===== config.mk =====
export PLATFORM = sky130hd
export DESIGN_NAME = eth_tx_arb
export DESIGN_NICKNAME = d
export VERILOG_FILES = /design/src/rtl/eth_tx_arb.sv
export SDC_FILE = /design/constraint.sdc
export NUM_CORES = 1
export LEC_CHECK = 0
export ABC_AREA = 1
export CELL_PAD_IN_SITES_DETAIL_PLACEMENT = 2
export CELL_PAD_IN_SITES_GLOBAL_PLACEMENT = 2
export CORE_AREA = 3 3 146 148
export CTS_BUF_LIST = sky130_fd_sc_hd__clkbuf_16
export CTS_CLUSTER_DIAMETER = 150
export CTS_CLUSTER_SIZE = 30
export DETAILED_ROUTE_END_ITERATION = 8
export DIE_AREA = 0 0 149 151
export PLACE_DENSITY = 0.95
export SYNTH_ARGS = -nofsm -noshare
export SYNTH_HDL_FRONTEND = slang
export SYNTH_SLANG_ARGS = --single-unit
export TNS_END_PERCENT = 50

===== constraint.sdc =====
create_clock -name clk -period 2.6 [get_ports clk]
set_input_delay 0.39 -clock clk [delete_from_list [all_inputs] [get_ports clk]]
set_output_delay 0.39 -clock clk [all_outputs]
set_load 0.02 [all_outputs]

===== src/rtl/eth_tx_arb.sv =====
// eth_tx_arb: N-to-1 Ethernet frame arbiter feeding eth_axis_tx.
// One source owns the downstream interface from header acceptance until its
// payload tlast beat. Header and payload paths are combinational pass-throughs
// of the granted source; arbitration costs one IDLE cycle per frame.
// Build option: define ETH_TX_ARB_PRIO_EN for fixed priority (lowest index
// wins); default build is round-robin with fairness over whole frames.

module eth_tx_arb #(
  parameter int unsigned S_COUNT    = 2,
  parameter int unsigned DATA_WIDTH = 8
) (
  input  logic                          clk,
  input  logic                          rst,

  input  logic [S_COUNT-1:0]            s_eth_hdr_valid,
  output logic [S_COUNT-1:0]            s_eth_hdr_ready,
  input  logic [S_COUNT*48-1:0]         s_eth_dest_mac,
  input  logic [S_COUNT*48-1:0]         s_eth_src_mac,
  input  logic [S_COUNT*16-1:0]         s_eth_type,
  input  logic [S_COUNT*DATA_WIDTH-1:0] s_eth_payload_axis_tdata,
  input  logic [S_COUNT-1:0]            s_eth_payload_axis_tvalid,
  output logic [S_COUNT-1:0]            s_eth_payload_axis_tready,
  input  logic [S_COUNT-1:0]            s_eth_payload_axis_tlast,
  input  logic [S_COUNT-1:0]            s_eth_payload_axis_tuser,

  output logic                          m_eth_hdr_valid,
  input  logic                          m_eth_hdr_ready,
  output logic [47:0]                   m_eth_dest_mac,
  output logic [47:0]                   m_eth_src_mac,
  output logic [15:0]                   m_eth_type,
  output logic [DATA_WIDTH-1:0]         m_eth_payload_axis_tdata,
  output logic                          m_eth_payload_axis_tvalid,
  input  logic                          m_eth_payload_axis_tready,
  output logic                          m_eth_payload_axis_tlast,
  output logic                          m_eth_payload_axis_tuser,

  output logic [S_COUNT-1:0]            grant,
  output logic                          busy
);

  localparam int unsigned SEL_WIDTH = $clog2(S_COUNT);
  localparam int unsigned MAC_W     = 48;
  localparam int unsigned TYPE_W    = 16;

  typedef enum logic [1:0] {
    ST_IDLE    = 2'd0,
    ST_HDR     = 2'd1,
    ST_PAYLOAD = 2'd2
  } state_t;

  state_t                 state_q, state_d;
  logic [S_COUNT-1:0]     grant_q, grant_d;
  logic [SEL_WIDTH-1:0]   grant_idx_q, grant_idx_d;

  logic                   win_valid_c;
  logic [SEL_WIDTH-1:0]   win_idx_c;

  // Per-source views of the packed input buses
  logic [MAC_W-1:0]       dest_mac_a [S_COUNT];
  logic [MAC_W-1:0]       src_mac_a  [S_COUNT];
  logic [TYPE_W-1:0]      type_a     [S_COUNT];
  logic [DATA_WIDTH-1:0]  tdata_a    [S_COUNT];

  for (genvar i = 0; i < int'(S_COUNT); i++) begin : g_unpack
    assign dest_mac_a[i] = s_eth_dest_mac[i*MAC_W +: MAC_W];
    assign src_mac_a[i]  = s_eth_src_mac[i*MAC_W +: MAC_W];
    assign type_a[i]     = s_eth_type[i*TYPE_W +: TYPE_W];
    assign tdata_a[i]    = s_eth_payload_axis_tdata[i*DATA_WIDTH +: DATA_WIDTH];
  end

`ifdef ETH_TX_ARB_PRIO_EN
  // Fixed priority: lowest requesting index wins
  always_comb begin
    win_valid_c = |s_eth_hdr_valid;
    win_idx_c   = '0;
    for (int i = int'(S_COUNT) - 1; i >= 0; i--) begin
      if (s_eth_hdr_valid[SEL_WIDTH'(i)]) begin
        win_idx_c = SEL_WIDTH'(i);
      end
    end
  end
`else
  logic [SEL_WIDTH-1:0]   rr_ptr_q, rr_ptr_d;

  // Round-robin: first requester at or after rr_ptr, wrapping
  always_comb begin : rr_search
    logic        found;
    int unsigned idx;
    win_valid_c = |s_eth_hdr_valid;
    win_idx_c   = '0;
    found       = 1'b0;
    idx         = 0;
    for (int unsigned k = 0; k < S_COUNT; k++) begin
      idx = 32'(rr_ptr_q) + k;
      if (idx >= S_COUNT) begin
        idx = idx - S_COUNT;
      end
      if (!found && s_eth_hdr_valid[SEL_WIDTH'(idx)]) begin
        found     = 1'b1;
        win_idx_c = SEL_WIDTH'(idx);
      end
    end
  end

  // Pointer moves past the owner only when its frame completes
  always_comb begin
    rr_ptr_d = rr_ptr_q;
    if (state_q == ST_PAYLOAD &&
        s_eth_payload_axis_tvalid[grant_idx_q] &&
        m_eth_payload_axis_tready &&
        s_eth_payload_axis_tlast[grant_idx_q]) begin
      if (32'(grant_idx_q) == S_COUNT - 1) begin
        rr_ptr_d = '0;
      end else begin
        rr_ptr_d = grant_idx_q + SEL_WIDTH'(1);
      end
    end
  end

  // Round-robin pointer register
  always_ff @(posedge clk or posedge rst) begin
    if (rst) begin
      rr_ptr_q <= '0;
    end else begin
      rr_ptr_q <= rr_ptr_d;
    end
  end
`endif

  // Next-state, grant update and pass-through muxing of the granted source
  always_comb begin
    state_d     = state_q;
    grant_d     = grant_q;
    grant_idx_d = grant_idx_q;

    s_eth_hdr_ready           = '0;
    s_eth_payload_axis_tready = '0;
    m_eth_hdr_valid           = 1'b0;
    m_eth_payload_axis_tvalid = 1'b0;
    m_eth_payload_axis_tlast  = 1'b0;
    m_eth_payload_axis_tuser  = 1'b0;
    m_eth_dest_mac            = dest_mac_a[grant_idx_q];
    m_eth_src_mac             = src_mac_a[grant_idx_q];
    m_eth_type                = type_a[grant_idx_q];
    m_eth_payload_axis_tdata  = tdata_a[grant_idx_q];

    unique case (state_q)
      ST_IDLE: begin
        if (win_valid_c) begin
          state_d     = ST_HDR;
          grant_idx_d = win_idx_c;
          grant_d     = S_COUNT'(1) << win_idx_c;
        end
      end

      ST_HDR: begin
        m_eth_hdr_valid                = s_eth_hdr_valid[grant_idx_q];
        s_eth_hdr_ready[grant_idx_q]   = m_eth_hdr_ready;
        if (!s_eth_hdr_valid[grant_idx_q]) begin
          // Source withdrew its header: release without advancing fairness
          state_d = ST_IDLE;
          grant_d = '0;
        end else if (m_eth_hdr_ready) begin
          state_d = ST_PAYLOAD;
        end
      end

      ST_PAYLOAD: begin
        m_eth_payload_axis_tvalid                = s_eth_payload_axis_tvalid[grant_idx_q];
        m_eth_payload_axis_tlast                 = s_eth_payload_axis_tlast[grant_idx_q];
        m_eth_payload_axis_tuser                 = s_eth_payload_axis_tuser[grant_idx_q];
        s_eth_payload_axis_tready[grant_idx_q]   = m_eth_payload_axis_tready;
        if (s_eth_payload_axis_tvalid[grant_idx_q] && m_eth_payload_axis_tready &&
            s_eth_payload_axis_tlast[grant_idx_q]) begin
          state_d = ST_IDLE;
          grant_d = '0;
        end
      end

      default: begin
        state_d = ST_IDLE;
        grant_d = '0;
      end
    endcase
  end

  // State, grant and owner index registers
  always_ff @(posedge clk or posedge rst) begin
    if (rst) begin
      state_q     <= ST_IDLE;
      grant_q     <= '0;
      grant_idx_q <= '0;
    end else begin
      state_q     <= state_d;
      grant_q     <= grant_d;
      grant_idx_q <= grant_idx_d;
    end
  end

  assign grant = grant_q;
  assign busy  = (state_q != ST_IDLE);

endmodule


Word level (Yosys, flattened, before mapping)
Cells that the tools add are included.
{"block": "totals", "register_bits": 6, "wordCells": 85, "inputBits": 252}
{"block": "op_classes", "n_addsub": 4, "eq_ne": 6, "mux": 46, "shift": 1, "reduce_logical": 14, "magnitude_cmp": 7, "bitwise": 3}
{"cell": "48-bit two-way mux", "count": 6}
{"cell": "16-bit two-way mux", "count": 3}
{"cell": "8-bit two-way mux", "count": 3}
{"cell": "1-bit two-way mux", "count": 23}
{"cell": "2-bit two-way mux", "count": 8}
{"cell": "2-bit one-hot mux with 3 select lines", "count": 2}
{"cell": "1-bit logical AND", "count": 7}
{"cell": "1-bit by 2-bit < comparator with 1-bit output (second input constant)", "count": 3}
{"cell": "3-bit AND reduction", "count": 2}
{"cell": "2-bit bitwise AND", "count": 2}
{"cell": "2-bit >= comparator (second input constant)", "count": 2}
{"cell": "2-bit != test (second input constant)", "count": 2}
{"cell": "3-bit != test (second input constant)", "count": 1}
{"cell": "1-bit by 1-bit adder with 2-bit output (second input constant)", "count": 1}
{"cell": "2-bit by 1-bit equality test with 1-bit output (second input constant)", "count": 1}
{"cell": "2-bit equality test (second input constant)", "count": 1}
{"cell": "1-bit by 2-bit >= comparator with 1-bit output (second input constant)", "count": 1}
{"cell": "2-bit zero test", "count": 1}
{"cell": "2-bit by 1-bit != test with 1-bit output (second input constant)", "count": 1}
{"cell": "1-bit NOT with 2-bit output", "count": 1}
{"cell": "2-bit AND reduction", "count": 1}
{"cell": "2-bit nonzero test", "count": 1}
{"cell": "2-bit OR reduction", "count": 1}
{"cell": "1-bit by 1-bit left shift with 2-bit output (first input constant)", "count": 1}
{"cell": "5 further kinds", "count": 6}

Logic depth before layout (Yosys ltp)
Gate-level depths: netlist of run 1.
{"block": "logic_depth", "word_depth": 11, "mapped_depth": 8, "depth_no_buf": 8}

Worst setup path before layout of run 1
OpenSTA, ideal clock, no wires.
{"block": "synth_timing", "path_kind": "reg-to-output", "from": "reg grant_idx_q", "to": "out s_eth_hdr_ready[0]", "arrival_ns": 1.209, "path_stages_with_launch": 4, "path_slack_ns": 1.001, "required_ns": 2.210, "cell_sequence": "dfrtp_1 buf_4 buf_4 nor3_1"}
{"block": "synth_between", "elab_chain_len": 6, "word_cells_on_any_way": 7}
{"item": "start, declared", "line_no": "53", "source": "logic [SEL_WIDTH-1:0] grant_idx_q, grant_idx_d;"}
{"item": "start signal, assigned", "line_no": "196", "source": "grant_idx_q <= grant_idx_d;"}
{"item": "1-bit by 2-bit < comparator with 1-bit output (not written as such) / 1-bit >= comparator (equally long branches)", "line_no": "158", "source": "s_eth_hdr_ready[grant_idx_q] = m_eth_hdr_ready;"}
{"item": "1-bit logical AND (not written as such)", "line_no": "158"}
{"item": "1-bit two-way mux (not written as such)", "line_no": "158"}
{"item": "1-bit demux with 1-bit select *", "line_no": "158"}
{"item": "2-bit bitwise AND (no source line) *"}
{"item": "2-bit two-way mux *", "line_no": "147", "source": "unique case (state_q)"}
{"item": "end, declared", "line_no": "16", "source": "output logic [S_COUNT-1:0] s_eth_hdr_ready,"}
Every way passes the cells marked *; elsewhere a longest branch is shown, timed or not.

Worst setup path in the final report of run 1
{"block": "layout_timing", "from": "reg grant_idx_q", "to": "out m_eth_payload_axis_tuser"}
{"block": "layout_between", "elab_chain_len": 3}
{"item": "1-bit two-way mux (not written as such) (2 in a row)", "line_no": "171", "source": "m_eth_payload_axis_tuser = s_eth_payload_axis_tuser[grant_idx_q];"}
{"item": "1-bit two-way mux", "line_no": "147"}
{"item": "end, declared", "line_no": "35", "source": "output logic m_eth_payload_axis_tuser,"}
No other way between the ends. The select of a mux whose other input is x is not followed.

==> results.md, run 1 <==
- Comb power frac: 0.922
- IO Pins: 383
- Sequential-to-total area share from yosys stat: 0.0792
- Fraction of layout cells with a size suffix above 1: 0.0294
- Max Clk Rate: 403 MHz
- DRC: 0
- Initial core utilization: 0.0940
- Compound-gate portion of the synthesized area: 0.0211
- Number of synthesized register bits: 6
- Dpl hpwl: 15,900 um
- Leakage: 2.88 nW
- Pwr Total: between 5 and 6 mW
- Synth Area in Simple Gates: 0.796
- Metal2 WL: between 9000 and 10,000 um
- Total global routing overflow: 0
- CTS tree: done
- Routed WL per cell: roughly 17 um
- Post-CTS Setup Bufs: 0
- Pwr Density: 922 nW/um2
- Top Layer Used: met4
- Data required time of the worst path: 2210 ps
- HP Class: primary input to async pin
- Rel. slew slack: 0.701
- Total CTS buffers: 3
- Critical path fanouts, max: 27
- Antenna viol nets, final: 0
- Kind of critical path: register to output pin
- Clock Sinks: 6
- H-Tree Depth: 1
- RSZ-0062 raised after global routing: no
- Slew Limit Fails: 0
- Area share of fa/ha/maj cells after synthesis: 0
- Maxcap violations: 0
- Synth Net Count: 700
- Synth Area in XOR/XNOR: 0
- Die Area: 22,500 um2
- Final net count: ~1,100
- Syn Inst Count: about 450
- GR Util All Layers: 0.143
- Setup-failing EPs final: 0
- Die Ht: 151 um
- Met3 wire length: approximately 2000 um
- Int Pwr: 2.61 mW
- Clk pwr share: 0.046
- Arrival @ worst endpoint: 2090 ps
- Later-pin clock latency in the skew report: 230 ps
- Clock-pin slew on the worst setup and hold paths: 40 ps
- Largest area contributor in the netlist: nand2_1
- CP Launch Type: register
- Max Clock Skew: 4.17 ps
- Netlist cell types: 16
- Placer Congestion: 0.777
- Avg Vias per Cell: 3.94
- Reg2reg end: grant[1]
- Area Overhead vs Synth: 222%
- Reg2reg start: grant_idx_q
- Slew @ Worst Pin: 448 ps
- CTS root buf: clkbuf_16
- Dpl ws: 290 ps
- Met1 Wirelength: ~6000 um
- Post-layout min period: about 2500 ps
- Dpl cell area: between 6000 and 7000 um2
- Crit end category: output pin
- Row count: 52
- Outcome: finished clean
- Post-synth top area share: 0.746
- Die W: around 150 um
- DR pass1 iterations: 4
- Final instance area: 6110 um2
- Global-route wire length before repair: between 20,000 and 30,000 um
- IO buf count: around 380
- Vias: 4,280
- Sequential share of power: 0.033
- Worst VDD drop: about 0.40 mV
- P_sw: 3.01 mW
- FF-to-FF path depth: 8
- R2R setup slack: 980 ps
- Top post-synthesis cells by area: nand2_1, dfrtp_1, buf_2, buf_4, inv_1
- Final worst setup slack: between 100 and 150 ps
- Final hold vios: 0
- Vias in the first global route: ~4,700
- Sw Share: 0.536
- Mean Syn Cell Area: 4.23 um2
- Synth Warn #: 0
- Largest family of logic cells by synthesized area: simple AND/OR/NAND/NOR gates
- Area of the core: 20,200 um2
- Mux cell area share after synthesis: 0
- DR iter-0 viols: 86
- Total routed wirelength: 18,000 um
- Utilization after layout: 0.303
- Filler cells: 2,401
- Clock Path Buffers: 2
- Largest net degree at the start of global routing: a little over 70
- TNS Setup: 0 ps
- Hold buffers post-CTS: 0
- Antenna violations before repair: 1
- Tcrit/Tclk final: 0.953
- CTS resizes: 0
- Cell Area, Synth: between 1500 and 2000 um2
## worst max-delay path: stages (launching register included)
cell and delay, ps:
dfrtp_4 510, inv_4 290, buf_12 210, nand2_1 70, a21oi_1 130, clkdlybuf4s50_1 630
## synthesized netlist by cell type, drive strengths merged
library cell / instances
buf: 21
nor2: 5
a21oi: 4
nor3: 4
nand2: 380
inv: 13
o21ai: 4
nand3: 3
nand4: 2
clkbuf: 6
dfrtp: 6
## metal layers
metal / global-route usage / up-vias
met5: 0 / -
met4: 0.0220 / 0
met3: 0.0503 / 15
met2: 0.297 / 241
met1: 0.136 / 1958
li1: - / 2066
## cells in the final DEF (no fill, tap or decap)
| cell | Yosys | layout |
|---|---|---|
| dfrtp_4 | 0 | 1 |
| inv_2 | 2 | 1 |
| nand4_1 | 2 | 2 |
| o21ai_0 | 3 | 3 |
| diode_2 | 0 | 1 |
| nand3_1 | 1 | 1 |
| clkdlybuf4s50_1 | 0 | 378 |
| buf_12 | 0 | 4 |
| nand3_2 | 2 | 2 |
| nand2_1 | 377 | 377 |
| a21oi_1 | 4 | 4 |
| inv_4 | 0 | 1 |
| inv_1 | 11 | 12 |
| clkbuf_16 | 0 | 3 |
| nand2_2 | 3 | 3 |
| nor2_1 | 5 | 5 |
| buf_4 | 8 | 9 |
| nor3_1 | 4 | 4 |
| dfrtp_1 | 6 | 5 |
| o21ai_1 | 1 | 1 |
## layout make-up
type	count	area, um2	share of cell area
Antenna cell	1	2.50	0.000410
Clock buffer	3	75.1	0.0123
Clock inverter	1	3.75	0.000615
Inverter	13	51.3	0.00840
Multi-Input combinational cell	402	1550	0.254
Sequential cell	6	154	0.0252
Tap cell	270	338	0.0553
Timing Repair Buffer	391	3930	0.644
## state kept, by name, summed over array words and instances (netlist names)
signal       flops
state_q          2
grant            2
rr_ptr_q         1
grant_idx_q      1
## worst max-delay path by stage
stage                                   to          startpoint  cells after the start  slack [ps]
6_report          m_eth_payload_axis_tuser         grant_idx_q                      5         120
3_5_place_dp               m_eth_hdr_valid  s_eth_hdr_valid[0]                      6         290
4_1_cts           m_eth_payload_axis_tuser         grant_idx_q                      5          80
5_1_grt        m_eth_payload_axis_tdata[4]         grant_idx_q                      5           6
3_3_place_gp   m_eth_payload_axis_tdata[4]         grant_idx_q                      5         340
2_1_floorplan           s_eth_hdr_ready[0]         grant_idx_q                      3        1000
## logic make-up (layout without fill, tap and decap cells)
kind of cell,Yosys count,after routing
simple gates,394,394
buf+inv,40,408
compound gates,8,8
flops,6,6
other cells,0,1
## power groups by stage
stage / Combinational, mW / Sequential, mW / Clock, mW
2_1_floorplan: 2.56 / 0.177 / 0
3_3_place_gp: 5.17 / 0.179 / 0
3_5_place_dp: 5.29 / 0.184 / 0
4_1_cts: 5.31 / 0.183 / 0.261
5_1_grt: 5.63 / 0.188 / 0.269
6_report: 5.19 / 0.183 / 0.256
## per-stage QoR
step,hold WS (ps),std cells
detailed placement,466,1082
global route,429,1087
global placement,453,1082
finish,400,1087
CTS,398,1086
floorplan,181,448
No activity file was read; power rests on OpenSTA's default activity.
==> run 2: changes to the inputs <==
- RECOVER_POWER: unset -> 25
- SLEW_MARGIN: unset -> 40
==> run 2 against run 1 <==
  * Setup slack worse by 3.9 ps
  * Largest cell class unchanged
  * Routed wire length rose by 0.15%
  * Die area stayed put
==> results.md, run 2 (synthesis gave the netlist of run 1 again) <==
- Outcome: finished clean
- Placed insts: 1,082 (unchanged)
- CTS root buf: clkbuf_16
- Int Pwr: 2.54 mW (-2.8%)
- Area Overhead vs Synth: 220%
- Hold buffers post-CTS: 0 (unchanged)
- Later-pin clock latency in the skew report: 230 ps (about the same)
- Rel. slew slack: 0.703 (+0.00197)
- CP bufs+invs: 3 (unchanged)
- Die Area: 22,500 um2 (unchanged)
- Worst path slowest cell: clkdlybuf4s50_1
- Clock Sinks: 6 (unchanged)
- CTS tree: done
- Dpl hpwl: 15,900 um (unchanged)
- Final hold vios: 0 (unchanged)
- IO buf count: 382 (unchanged)
- DR iter-0 viols: 88 (+2.3%)
- CP top delay family: buffers and inverters
- Total global routing overflow: 0 (unchanged)
- TNS Setup: 0 ps (unchanged)
- Vias: 4,275 (-0.12%)
- GR Util All Layers: 0.143 (unchanged)
- Vias in the first global route: 4,737 (unchanged)
- Comb power frac: 0.920 (-0.002)
- Arrival @ worst endpoint: 2090 ps (about the same)
- Post-layout min period: 2480 ps (+3.91 ps)
- Hold_sp: grant[0]
- Die W: 149 um (unchanged)
- Max Clock Skew: 4.97 ps (+0.799 ps)
- Hold depth: 2
- CTS resizes: 0 (unchanged)
- Layout Cells excl Fill: 1,087 (unchanged)
- Fraction of layout cells with a size suffix above 1: 0.0208 (-0.00858)
- Largest net degree at the start of global routing: 71 (unchanged)
- Initial core utilization: 0.0940 (unchanged)
- DRC: 0 (unchanged)
- FF-to-FF path depth: 8 (unchanged)
- Reg2reg end: grant[1]
- Total routed wirelength: 18,000 um (+0.15%)
- Pwr Total: 5.55 mW (-1.4%)
- IO Pins: 383 (unchanged)
- Max Clk Rate: 403 MHz (-0.16%)
- CP Launch Type: register
- Clock-pin slew on the worst setup and hold paths: 40 ps (about the same)
- Die Ht: 151 um (unchanged)
- Leakage: 2.87 nW (about the same)
- Data required time of the worst path: 2210 ps (about the same)
- Avg Vias per Cell: 3.93 (-0.12%)
- Worst VDD drop: 0.403 mV (-0.16%)
- Most common cell after layout, fill and taps aside: nand2_1
- Area of the core: 20,200 um2 (unchanged)
- Tcrit/Tclk final: 0.955 (+0.00150)
- Sequential share of power: 0.033 (about the same)
- Reg2reg start: grant_idx_q
- Row count: 52 (unchanged)
- P_sw: 3.01 mW (-0.26%)
- RSZ-0062 raised after global routing: no
- Total CTS buffers: 3 (unchanged)
- Kind of critical path: register to output pin
- Hold WS: 465 ps (+64.4 ps)
- Sw Share: 0.542 (+0.00630)
- Slew Limit Fails: 0 (unchanged)
- Global-route wire length before repair: 25,500 um (unchanged)
- Setup-failing EPs final: 0 (unchanged)
- Most frequent cells in the layout: nand2_1, clkdlybuf4s50_1, dlygate4sd3_1
- Crit path cell chain: inv_4, buf_12, nand2_1, a21oi_1, clkdlybuf4s50_1
- Crit end category: output pin
- Clk pwr share: 0.047 (about the same)
- Largest stage delay, worst path: 630 ps (about the same)
- Utilization after layout: 0.301 (-0.00137)
- Pwr Density: 913 nW/um2 (-0.97%)
- Placer Congestion: 0.777 (unchanged)
- Antenna viol nets, final: 0 (unchanged)
- Critical path fanouts, max: 27 (unchanged)
- Clock Path Buffers: 2 (unchanged)
- Maxcap violations: 0 (unchanged)
- HP Class: register to register
- Slew @ Worst Pin: 445 ps (-2.96 ps)
- Routed WL per cell: 16.5 um (+0.15%)
- R2R setup slack: 870 ps (-110 ps)
- Post-CTS Setup Bufs: 0 (unchanged)
- H-Tree Depth: 1 (unchanged)
- DR pass1 iterations: 4 (unchanged)
- Antenna violations before repair: 1 (unchanged)
- Final net count: 1,069 (unchanged)
- Worst hold endpoint: grant[0]
==> run 2: changes by cell type in the layout (fill, tap and decap cells not counted), sizes merged <==
cell           before  now
dlygate4sd3         0   20
clkdlybuf4s50     378  358
clkbuf              3    7
buf                13    9
==> run 2: area by class of cell <==
class	count	area, um2
clock buffer	3	75.1
sequential	6	154
multi-input combinational	402	1540
antenna	1	2.50
fill	2403	14100
tap	270	338
clock inverter	1	3.75
timing repair buffer	391	3920
inverter	13	51.3
==> run 2: through the flow <==
stage	cell area (um2)	setup WS (ps)
2_1_floorplan	1900	1000
3_3_place_gp	6020	344
3_5_place_dp	6020	290
4_1_cts	6100	79.4
5_1_grt	6080	5.67
6_report	6080	118
==> run 2: worst reg2reg max path: cells and delay by family (launching register included) <==
| kind | cells | cell delay, ps |
|---|---|---|
| buf+inv | 1 | 300 |
| flops | 1 | 510 |
| simple gates | 7 | 810 |
==> run 2: power groups by stage <==
| stage | Combinational (mW) | Sequential (mW) | Clock, mW |
|---|---|---|---|
| 2_1_floorplan | 2.56 | 0.177 | 0 |
| 3_3_place_gp | 5.17 | 0.179 | 0 |
| 3_5_place_dp | 5.29 | 0.184 | 0 |
| 4_1_cts | 5.31 | 0.183 | 0.261 |
| 5_1_grt | 5.55 | 0.187 | 0.269 |
| 6_report | 5.11 | 0.183 | 0.259 |
==> run 2: how the worst max path moves through the flow <==
stage                                  start                           to  cells past startpoint
final                            grant_idx_q     m_eth_payload_axis_tuser                      5
after detailed placement  s_eth_hdr_valid[0]              m_eth_hdr_valid                      6
after CTS                        grant_idx_q     m_eth_payload_axis_tuser                      5
after global placement           grant_idx_q  m_eth_payload_axis_tdata[4]                      5
after floorplan                  grant_idx_q           s_eth_hdr_ready[0]                      3
after global routing             grant_idx_q  m_eth_payload_axis_tdata[4]                      5
==> run 2: routing by layer <==
metal / wire, um / part of all wire / track usage / vias up
li1: - / - / - / 2064
met1: 6260 / 0.35 / 0.136 / 1955
met2: 9520 / 0.53 / 0.297 / 241
met3: 1960 / 0.11 / 0.0503 / 15
met4: 251 / 0.014 / 0.0220 / 0
met5: 0 / 0 / 0 / -
